**src/rtl/mips_fetch_prefetch_if.sv**
```systemverilog
// Fetch-unit bundle: memory request/response channels plus the core-side
// instruction and redirect signals. The fetch unit is the master.
interface mips_fetch_prefetch_if;
    // Memory request channel
    logic [31:0] if_req_addr;
    logic        if_req_valid;
    logic        if_req_ack;
    // Memory response channel
    logic [31:0] if_rsp_data;
    logic        if_rsp_valid;
    logic        if_rsp_ack;
    // Core-side instruction stream
    logic        inst_valid;
    logic [31:0] inst_pc;
    logic [31:0] inst_data;
    logic        inst_ready;
    // Control-flow redirect from the core
    logic        redirect;
    logic [31:0] redirect_pc;

    modport master (
        output if_req_addr,
        output if_req_valid,
        input  if_req_ack,
        input  if_rsp_data,
        input  if_rsp_valid,
        output if_rsp_ack,
        output inst_valid,
        output inst_pc,
        output inst_data,
        input  inst_ready,
        input  redirect,
        input  redirect_pc
    );

    modport slave (
        input  if_req_addr,
        input  if_req_valid,
        output if_req_ack,
        output if_rsp_data,
        output if_rsp_valid,
        input  if_rsp_ack,
        input  inst_valid,
        input  inst_pc,
        input  inst_data,
        output inst_ready,
        output redirect,
        output redirect_pc
    );
endinterface

```
**src/rtl/mips_fetch_prefetch.sv**
```systemverilog
// Instruction-fetch front end: issues one outstanding sequential fetch at a time,
// buffers returned words in a circular prefetch queue and presents {pc, inst} to the
// core. A redirect flushes the queue and discards any response still in flight.
module mips_fetch_prefetch #(
    parameter int unsigned DEPTH    = 4,
    parameter logic [31:0] RESET_PC = 32'h0,
    parameter int unsigned CNT_W    = 32
) (
    input  logic                     clk,
    input  logic                     rst,
    mips_fetch_prefetch_if.master    bus_io,
    output logic [$clog2(DEPTH):0]   pf_count_o,
    output logic [CNT_W-1:0]         perf_fetch_o,
    output logic [CNT_W-1:0]         perf_drop_o
);

    localparam int unsigned PtrW = $clog2(DEPTH);
    localparam int unsigned CntW = PtrW + 1;
    localparam logic [CntW-1:0] DepthC = CntW'(DEPTH);

    localparam logic [1:0] StIdle = 2'd0;
    localparam logic [1:0] StReq  = 2'd1;
    localparam logic [1:0] StRsp  = 2'd2;

    logic [1:0]       state_q, state_d;
    logic [31:0]      req_addr_q, req_addr_d;
    logic [31:0]      fetch_pc_q, fetch_pc_d;
    logic             discard_q, discard_d;
    logic [PtrW-1:0]  wr_ptr_q, wr_ptr_d;
    logic [PtrW-1:0]  rd_ptr_q, rd_ptr_d;
    logic [CntW-1:0]  count_q, count_d;
    logic [31:0]      q_pc_q   [DEPTH];
    logic [31:0]      q_data_q [DEPTH];
    logic [31:0]      last_pc_q, last_data_q;
    logic [CNT_W-1:0] perf_fetch_q, perf_drop_q;

    logic             head_valid;
    logic             push, pop, drop;
    logic [31:0]      redirect_pc_al;

    assign redirect_pc_al = bus_io.redirect_pc & ~32'h3;
    assign head_valid     = (count_q != '0);

    // Bus outputs decode directly from registered state
    assign bus_io.if_req_valid = (state_q == StReq);
    assign bus_io.if_rsp_ack   = (state_q == StRsp);
    assign bus_io.if_req_addr  = req_addr_q;

    // When empty the head shows the last word handed to the core
    assign bus_io.inst_valid = head_valid;
    assign bus_io.inst_pc    = head_valid ? q_pc_q[rd_ptr_q]   : last_pc_q;
    assign bus_io.inst_data  = head_valid ? q_data_q[rd_ptr_q] : last_data_q;

    assign pf_count_o   = count_q;
    assign perf_fetch_o = perf_fetch_q;
    assign perf_drop_o  = perf_drop_q;

    // Fetch FSM, redirect handling and queue occupancy
    always_comb begin
        state_d    = state_q;
        req_addr_d = req_addr_q;
        fetch_pc_d = fetch_pc_q;
        discard_d  = discard_q;
        push       = 1'b0;
        drop       = 1'b0;

        case (state_q)
            StIdle: begin
            end
            StReq: begin
                if (bus_io.if_req_ack) begin
                    state_d = StRsp;
                    // After a redirect fetch_pc already holds the new target
                    if (!discard_q) begin
                        fetch_pc_d = fetch_pc_q + 32'd4;
                    end
                end
            end
            StRsp: begin
                if (bus_io.if_rsp_valid) begin
                    state_d = StIdle;
                    if (discard_q || bus_io.redirect) begin
                        drop = 1'b1;
                    end else begin
                        push = 1'b1;
                    end
                    discard_d = 1'b0;
                end
            end
            default: begin
                state_d = StIdle;
            end
        endcase

        if (bus_io.redirect) begin
            fetch_pc_d = redirect_pc_al;
            // An outstanding request's word must be thrown away when it arrives
            if ((state_q == StReq) || ((state_q == StRsp) && !bus_io.if_rsp_valid)) begin
                discard_d = 1'b1;
            end
        end

        pop = head_valid && bus_io.inst_ready && !bus_io.redirect;

        if (bus_io.redirect) begin
            count_d = '0;
        end else begin
            count_d = count_q + CntW'(push) - CntW'(pop);
        end

        // Issue only while a slot remains for the word that will come back
        if ((state_d == StIdle) && (count_d < DepthC)) begin
            state_d    = StReq;
            req_addr_d = fetch_pc_d;
        end
    end

    // Queue pointers; a redirect restarts them from zero
    always_comb begin
        wr_ptr_d = wr_ptr_q;
        rd_ptr_d = rd_ptr_q;
        if (bus_io.redirect) begin
            wr_ptr_d = '0;
            rd_ptr_d = '0;
        end else begin
            if (push) begin
                wr_ptr_d = wr_ptr_q + PtrW'(1);
            end
            if (pop) begin
                rd_ptr_d = rd_ptr_q + PtrW'(1);
            end
        end
    end

    // Control and counter state
    always_ff @(posedge clk) begin
        if (rst) begin
            state_q      <= StIdle;
            req_addr_q   <= RESET_PC;
            fetch_pc_q   <= RESET_PC;
            discard_q    <= 1'b0;
            wr_ptr_q     <= '0;
            rd_ptr_q     <= '0;
            count_q      <= '0;
            perf_fetch_q <= '0;
            perf_drop_q  <= '0;
        end else begin
            state_q      <= state_d;
            req_addr_q   <= req_addr_d;
            fetch_pc_q   <= fetch_pc_d;
            discard_q    <= discard_d;
            wr_ptr_q     <= wr_ptr_d;
            rd_ptr_q     <= rd_ptr_d;
            count_q      <= count_d;
            perf_fetch_q <= perf_fetch_q + CNT_W'(pop);
            perf_drop_q  <= perf_drop_q + CNT_W'(drop);
        end
    end

    // Queue storage; the word is tagged with the address it was fetched from
    always_ff @(posedge clk) begin
        if (push) begin
            q_pc_q[wr_ptr_q]   <= req_addr_q;
            q_data_q[wr_ptr_q] <= bus_io.if_rsp_data;
        end
    end

    // Remember the most recently consumed word for display while empty
    always_ff @(posedge clk) begin
        if (rst) begin
            last_pc_q   <= '0;
            last_data_q <= '0;
        end else if (pop) begin
            last_pc_q   <= q_pc_q[rd_ptr_q];
            last_data_q <= q_data_q[rd_ptr_q];
        end
    end

endmodule

```
**src/flat_wrapper.sv**
```systemverilog
// flat-port wrapper written by rule: the top's interface ports become plain ports
module mips_fetch_prefetch_flat 
#(
    parameter int unsigned DEPTH    = 4,
    parameter logic [31:0] RESET_PC = 32'h0,
    parameter int unsigned CNT_W    = 32
)
  (clk, rst, pf_count_o, perf_fetch_o, perf_drop_o, bus_io_if_req_addr, bus_io_if_req_valid, bus_io_if_req_ack, bus_io_if_rsp_data, bus_io_if_rsp_valid, bus_io_if_rsp_ack, bus_io_inst_valid, bus_io_inst_pc, bus_io_inst_data, bus_io_inst_ready, bus_io_redirect, bus_io_redirect_pc);
  mips_fetch_prefetch_if bus_io_i ();
  input  logic clk;
  input  logic rst;
  output logic [$clog2(DEPTH):0] pf_count_o;
  output logic [CNT_W-1:0] perf_fetch_o;
  output logic [CNT_W-1:0] perf_drop_o;
  output wire logic [$bits(bus_io_i.if_req_addr)-1:0] bus_io_if_req_addr;
  output wire logic [$bits(bus_io_i.if_req_valid)-1:0] bus_io_if_req_valid;
  input wire logic [$bits(bus_io_i.if_req_ack)-1:0] bus_io_if_req_ack;
  input wire logic [$bits(bus_io_i.if_rsp_data)-1:0] bus_io_if_rsp_data;
  input wire logic [$bits(bus_io_i.if_rsp_valid)-1:0] bus_io_if_rsp_valid;
  output wire logic [$bits(bus_io_i.if_rsp_ack)-1:0] bus_io_if_rsp_ack;
  output wire logic [$bits(bus_io_i.inst_valid)-1:0] bus_io_inst_valid;
  output wire logic [$bits(bus_io_i.inst_pc)-1:0] bus_io_inst_pc;
  output wire logic [$bits(bus_io_i.inst_data)-1:0] bus_io_inst_data;
  input wire logic [$bits(bus_io_i.inst_ready)-1:0] bus_io_inst_ready;
  input wire logic [$bits(bus_io_i.redirect)-1:0] bus_io_redirect;
  input wire logic [$bits(bus_io_i.redirect_pc)-1:0] bus_io_redirect_pc;
  assign bus_io_if_req_addr = bus_io_i.if_req_addr;
  assign bus_io_if_req_valid = bus_io_i.if_req_valid;
  assign bus_io_i.if_req_ack = bus_io_if_req_ack;
  assign bus_io_i.if_rsp_data = bus_io_if_rsp_data;
  assign bus_io_i.if_rsp_valid = bus_io_if_rsp_valid;
  assign bus_io_if_rsp_ack = bus_io_i.if_rsp_ack;
  assign bus_io_inst_valid = bus_io_i.inst_valid;
  assign bus_io_inst_pc = bus_io_i.inst_pc;
  assign bus_io_inst_data = bus_io_i.inst_data;
  assign bus_io_i.inst_ready = bus_io_inst_ready;
  assign bus_io_i.redirect = bus_io_redirect;
  assign bus_io_i.redirect_pc = bus_io_redirect_pc;
  mips_fetch_prefetch #(.DEPTH(DEPTH), .RESET_PC(RESET_PC), .CNT_W(CNT_W)) u_core (.clk(clk), .rst(rst), .bus_io(bus_io_i), .pf_count_o(pf_count_o), .perf_fetch_o(perf_fetch_o), .perf_drop_o(perf_drop_o));
endmodule
```
**config.mk**
```make
export PLATFORM = sky130hd
export DESIGN_NAME = mips_fetch_prefetch_flat
export DESIGN_NICKNAME = d
export VERILOG_FILES = /design/src/rtl/mips_fetch_prefetch_if.sv /design/src/rtl/mips_fetch_prefetch.sv /design/src/flat_wrapper.sv
export SDC_FILE = /design/constraint.sdc
export NUM_CORES = 1
export LEC_CHECK = 0
export BUFFER_PORTS_ARGS = -buffer_cell sky130_fd_sc_hd__buf_4
export CORE_ASPECT_RATIO = 0.8
export CORE_MARGIN = 2
export CORE_UTILIZATION = 40
export CTS_BUF_LIST = sky130_fd_sc_hd__clkbuf_4 sky130_fd_sc_hd__clkbuf_8
export DETAILED_ROUTE_END_ITERATION = 8
export GPL_TIMING_DRIVEN = 1
export PLACE_DENSITY = 0.58
export SETUP_SLACK_MARGIN = 0.2
export SYNTH_ARGS = -nofsm -noshare
export SYNTH_HDL_FRONTEND = slang
export SYNTH_SLANG_ARGS = --single-unit
```
**constraint.sdc**
```tcl
create_clock -name clk -period 5.1 [get_ports clk]
set_input_delay 0.255 -clock clk [delete_from_list [all_inputs] [get_ports clk]]
set_output_delay 0.255 -clock clk [all_outputs]
set_load 0.05 [all_outputs]
```
# Word-level counts from Yosys, hierarchy flattened
# Memories as Yosys holds them, arrays and structs flattened. A register that Yosys moved wholly into a read port is not among the register bits.
# Index checks and enable logic that the tools add are counted.
[classes]
n_addsub = 7
mul = 0
n_div = 0
magnitude_cmp = 1
eq_ne = 2
n_shift = 0
muxes = 27
bitwise_logic = 0
n_reduce_logical = 13
[op_table]
columns = ["op", "n"]
rows = [
  ["$mux W32", 6],
  ["$add A32 B1 Y32", 2],
  ["$add A32 B3 Y32 const B", 1],
  ["$mux W1", 13],
  ["$mux W2", 6],
  ["$pmux W2 S3", 1],
  ["$add A2 B1 Y2 const B", 2],
  ["$logic_and A1 B1 Y1", 4],
  ["$logic_not A2 Y1", 2],
  ["$reduce_or A2 Y1", 2],
  ["$add A3 B1 Y3", 1],
  ["$lt A3 B3 Y1 const B", 1],
  ["$mux W3", 1],
  ["$reduce_bool A3 Y1", 1],
  ["$sub A3 B1 Y3", 1],
  ["$eq A2 B1 Y1 const B", 1],
  ["$eq A2 B2 Y1 const B", 1],
  ["$logic_not A1 Y1", 2],
  ["$logic_or A1 B1 Y1", 2],
]
[totals]
register_bits = 202
latchBits = 0
ram_bits = 256
romBits = 0
in_bits = 70
output_inout_bits = 166
memories = 2
[mem_list]
columns = ["memory", "depth", "word_bits", "read_ports", "rd_ports_with_merged_regs", "wr", "line_no", "rtl"]
rows = [
  ["u_core.q_data_q", 4, 32, 1, 1, 1, "mips_fetch_prefetch.sv:33", "logic [31:0] q_data_q [DEPTH];"],
  ["u_core.q_pc_q", 4, 32, 1, 1, 1, "mips_fetch_prefetch.sv:32", "logic [31:0] q_pc_q [DEPTH];"],
]

# Depth between registers and ports, before layout
[depth]
depth_word = 10
mapped_depth = 12
mapped_depth_nobuf = 10

# Worst setup path before layout
# OpenSTA, ideal clock, no wires.
[synth_path]
path_kind = "reg-to-reg"
start = "register u_core.state_q[1]"
end = "memory u_core.q_data_q[0][0] (enable)"
setup_time_ps = 429
t_arrival_ps = 3421
required_ps = 4671
slack_ps = 1250
stages_incl_launch_ff = 5
synth_period_minus_slack_ps = 3850
cell_sequence = "dfxtp_1 > nor2b_1 > nand2_1 > nor3_1 > and2_1"
[synth_between]
elab_chain_cells = 4
[synth_lines]
columns = ["element", "line_no", "rtl"]
rows = [
  ["start, declared", "mips_fetch_prefetch.sv:25", "logic [1:0] state_q, state_d;"],
  ["start signal, assigned", "mips_fetch_prefetch.sv:138", "state_q <= StIdle;"],
  ["start signal, assigned", "mips_fetch_prefetch.sv:148", "state_q <= state_d;"],
  ["$eq A2 B2 Y1", "-", ""],
  ["net bus_io_if_rsp_ack", "flat_wrapper.sv:20", "output wire logic [$bits(bus_io_i.if_rsp_ack)-1:0] bus_io_if_rsp_ack;"],
  ["$mux W1", "mips_fetch_prefetch.sv:67", "case (state_q)"],
  ["net u_core.push", "mips_fetch_prefetch.sv:38", "logic push, pop, drop;"],
  ["$mux W1", "mips_fetch_prefetch.sv:162", "if (push) begin"],
  ["$mux W1 (implied by the code)", "mips_fetch_prefetch.sv:164", "q_data_q[wr_ptr_q] <= bus_io.if_rsp_data;"],
  ["end, declared", "mips_fetch_prefetch.sv:33", ""],
]
# The timed path passes the listed nets, and every way through them passes these cells.

# Worst setup path after layout
[layout_path]
start = "register u_core.count_q[1] (netlist: u_core.pf_count_o[1])"
end = "output port bus_io_inst_data[12]"
[layout_between]
elab_chain_cells = 2
[layout_lines]
columns = ["element", "line_no", "rtl"]
rows = [
  ["start, declared", "mips_fetch_prefetch.sv:31", "logic [CntW-1:0] count_q, count_d;"],
  ["start signal, assigned", "mips_fetch_prefetch.sv:154", "count_q <= count_d;"],
  ["$reduce_bool A3 Y1", "mips_fetch_prefetch.sv:42", "assign head_valid = (count_q != '0);"],
  ["$mux W32", "mips_fetch_prefetch.sv:52", "assign bus_io.inst_data = head_valid ? q_data_q[rd_ptr_q] : last_data_q;"],
  ["end, declared", "flat_wrapper.sv:23", "output wire logic [$bits(bus_io_i.inst_data)-1:0] bus_io_inst_data;"],
]
# Every way passes these cells.

==> impl_metrics.yaml <==
outcome:
  status: "completed"
floorplan:
  fp.dieH_um: 196.4
  coreArea_mm2: 0.04572
  num_rows: 70
  io_pins: 236
  die_w_um: 244.5
  die-area_mm2: 0.04803
  start_util_pct: 40.49
critical_path:
  path_max_fanout: 67
  endpoint_kind: "primary output"
  crit_slowest_cell: "buf_4"
  critPathRequiredTime_ns: 4.85
  slowest_delay_ns: 0.75
  critical-path-top-delay-family: "buffers and inverters"
  path_class: "reg2out"
  crit_buf_inv: 4
  startpoint_type: "register"
  path_cells: "nor3_2 -> buf_4 -> inv_2 -> buf_4 -> nand2_1 -> nand2_1 -> buf_4"
  cpMostUsedCell: "buf_4"
  reg2reg_slack_ns: 1.85
  arrival_ns: 3.44
clock_network:
  cts_tree: "yes"
  clock-root-buffer: "clkbuf_8"
  cts_resized: 0
  htree_levels: 3
  cts_setup_buffers: 0
  insertion_delay_ns: 0.63
  cts.sinks: 460
  holdBufCountCts: 59
  clk_path_buf_depth: 3
  path_clk_slew_ns: 0.07
  cts_buffers: 76
hold_path:
  hp-class: "in2reg"
routing:
  drt_iter0_markers: 844
  wl_um: 47390
  dr.pass1.iters: 5
  ant_nets: 0
  drc: 0
  vias: 13050
  vias_per_cell: 5.150
  routedWlPerCell_um: 18.70
timing:
  timing.slew.headroom_pct: 37.99
  hold_slack_ns: 0.07063
  tightestPinTransition_ns: 0.9302
  setup_viol: 0
  drv_slew: 0
  hold_viol: 0
  fmax_mhz: 270.8
  fin_crit_ns: 3.692
  fin_skew_ns: 0.02556
  rsz0062_at_grt: "false"
  finalCritPeriodShare_pct: 72.40
  setup_tns_ns: 0
layout:
  syn_to_final_growth_pct: 24.50
  stdcell_count: 2534
  final_common_cell: "nand2_1"
  nets: 1938
  final_cell_mix: "nand2_1, edfxtp_1, buf_4, dfxtp_1, a21oi_1"
  num_antenna_cells: 0
  drive_gt1_share_pct: 24.35
power_and_ir_drop:
  p_int_mw: 6.049
  p_sw_mw: 1.849
  cellPowerDensity_mw_per_mm2: 342.7
  combPwrFrac_pct: 5.7
  irDropWorstVdd_mv: 0.1698
  clkPwrFrac_pct: 42.9
  p_seq_share_pct: 51.4
  switching_share_pct: 23.41
  leakagePower_nw: 8.352
global_route:
  grt_max_degree: 94
  grt.total_usage_pct: 19.74
  grt_pass1_wl_um: 73100
  grt_antenna_before_repair: 0
  globalRouteOverflowTotal: 0
  first_global_vias: 12830
synth:
  netlist_area_mm2: 0.01851
  ys_seq_area_share_pct: 63.59
  synth_edf_count: 256
  muxShareOfSynthArea_pct: 8.280
  synthSimpleGateAreaFrac_pct: 16.19
  syn_inst: 1562
  ys_ff_latch: 460
  syn_area_per_cell_um2: 11.85
  synthXorXnorAreaFrac_pct: 2.744
  synth_compound_area_share_pct: 6.090
  syn_nets: 1642
  synthFlopType: "edfxtp_1"
  yosysWarnings: 0
  synth_top_family_by_area: "simple AND/OR/NAND/NOR gates"
  synthAdderAreaFrac_pct: 0.7165
  synth.distinct_cells: 55
  async_reset_ff_share_pct: 0
placed_design:
  portBuffers: 233
  hpwl_um: 28750
  dp_cells: 2333
  gp_congestion: 0.8434
run:
  maxCapViolations: 0
## through the flow
| stage | area [um^2] | utilization (%) | setup WS [ns] | power (mW) |
|---|---|---|---|---|
| after floorplan | 18510 | - | 1.250 | 4.355 |
| after CTS | 23050 | 50.41 | 1.290 | 7.993 |
| final | 23050 | 50.41 | 1.408 | 7.898 |
| after detailed placement | 20840 | 45.58 | 1.467 | 4.549 |
| after global routing | 23050 | 50.41 | 1.136 | 8.190 |
| after global placement | 20840 | 45.58 | 1.543 | 4.539 |
## worst reg2reg max path: cells and delay by family (launching register included)
family | cells | cell delay (ns)
AOI/OAI and AO/OA | 2 | 1.00
xor gates and xnor gates | 2 | 0.44
adders and majority gates | 2 | 0.59
buffers and inverters | 1 | 0.19
DFF | 1 | 0.34
and+or+nand+nor | 4 | 0.60
## cell usage after synthesis (25+ instances only)
| cell | count | area share [%] |
|---|---|---|
| nand4_1 | 28 | 0.95 |
| edfxtp_1 | 256 | 42 |
| mux4_2 | 64 | 7.8 |
| clkbuf_1 | 76 | 1.5 |
| nand2_1 | 357 | 7.2 |
| xnor2_1 | 43 | 2.0 |
| inv_1 | 25 | 0.51 |
| a21oi_1 | 99 | 2.7 |
| nor3_1 | 47 | 1.3 |
| dfxtp_1 | 204 | 22 |
| nor2_1 | 88 | 1.8 |
| nand3_1 | 41 | 1.1 |
## final cells by class
class | count | area, um^2
clock buffer | 116 | 1440
sequential | 460 | 11780
fill | 4077 | 22670
clock inverter | 26 | 176.4
inverter | 25 | 93.84
timing repair buffer | 308 | 2464
tap | 612 | 765.7
multi-input combinational | 987 | 6329
## sequential cells by signal, summed over array words and instances, names as in the netlist, named ones only
| name | count |
|---|---|
| u_core.discard_q | 1 |
| u_core.perf_fetch_o | 32 |
| u_core.perf_drop_o | 32 |
| u_core.state_q | 2 |
| u_core.last_pc_q | 32 |
| u_core.rd_ptr_q | 2 |
| u_core.q_data_q | 128 |
| u_core.pf_count_o | 3 |
| u_core.bus_io.if_req_addr | 32 |
| u_core.last_data_q | 32 |
| u_core.fetch_pc_q | 32 |
| u_core.wr_ptr_q | 2 |
| u_core.q_pc_q | 128 |
## worst paths after layout
check                    startpoint                            end  cells after the start
min reg2reg  u_core.last_data_q[16]         u_core.last_data_q[16]                      2
min          bus_io_redirect_pc[27]          u_core.fetch_pc_q[27]                      3
max            u_core.pf_count_o[1]           bus_io_inst_data[12]                      7
max reg2reg       u_core.state_q[1]  u_core.bus_io.if_req_addr[27]                     11
## routing by layer
layer  global-route usage (%)  vias to the layer above  wire length (um)
met4                    6.549                        0              1172
met1                    26.50                     6361             21050
met3                    4.126                       78              2796
met5                        0                        -                 0
met2                    32.09                      357             22380
li1                         -                     6254                 -
## power by group through the flow
| stage | clock network (mW) | registers [mW] | logic [mW] |
|---|---|---|---|
| after CTS | 3.48 | 4.06 | 0.450 |
| after detailed placement | 0 | 4.14 | 0.411 |
| after global routing | 3.64 | 4.07 | 0.480 |
| after global placement | 0 | 4.13 | 0.405 |
| final | 3.39 | 4.06 | 0.448 |
| after floorplan | 0 | 4.20 | 0.158 |
## cells by family (layout without fill, tap and decap cells)
logic type | Yosys count | count (layout)
AO/OA/AOI/OAI | 183 | 183
multiplexers | 73 | 73
XOR/XNOR | 58 | 58
adder cells (fa/ha/maj) | 10 | 10
flip-flops | 460 | 460
AND/OR/NAND/NOR | 663 | 663
buffers and inverters | 115 | 475
Note: power is estimated with default switching activity, not from simulation.
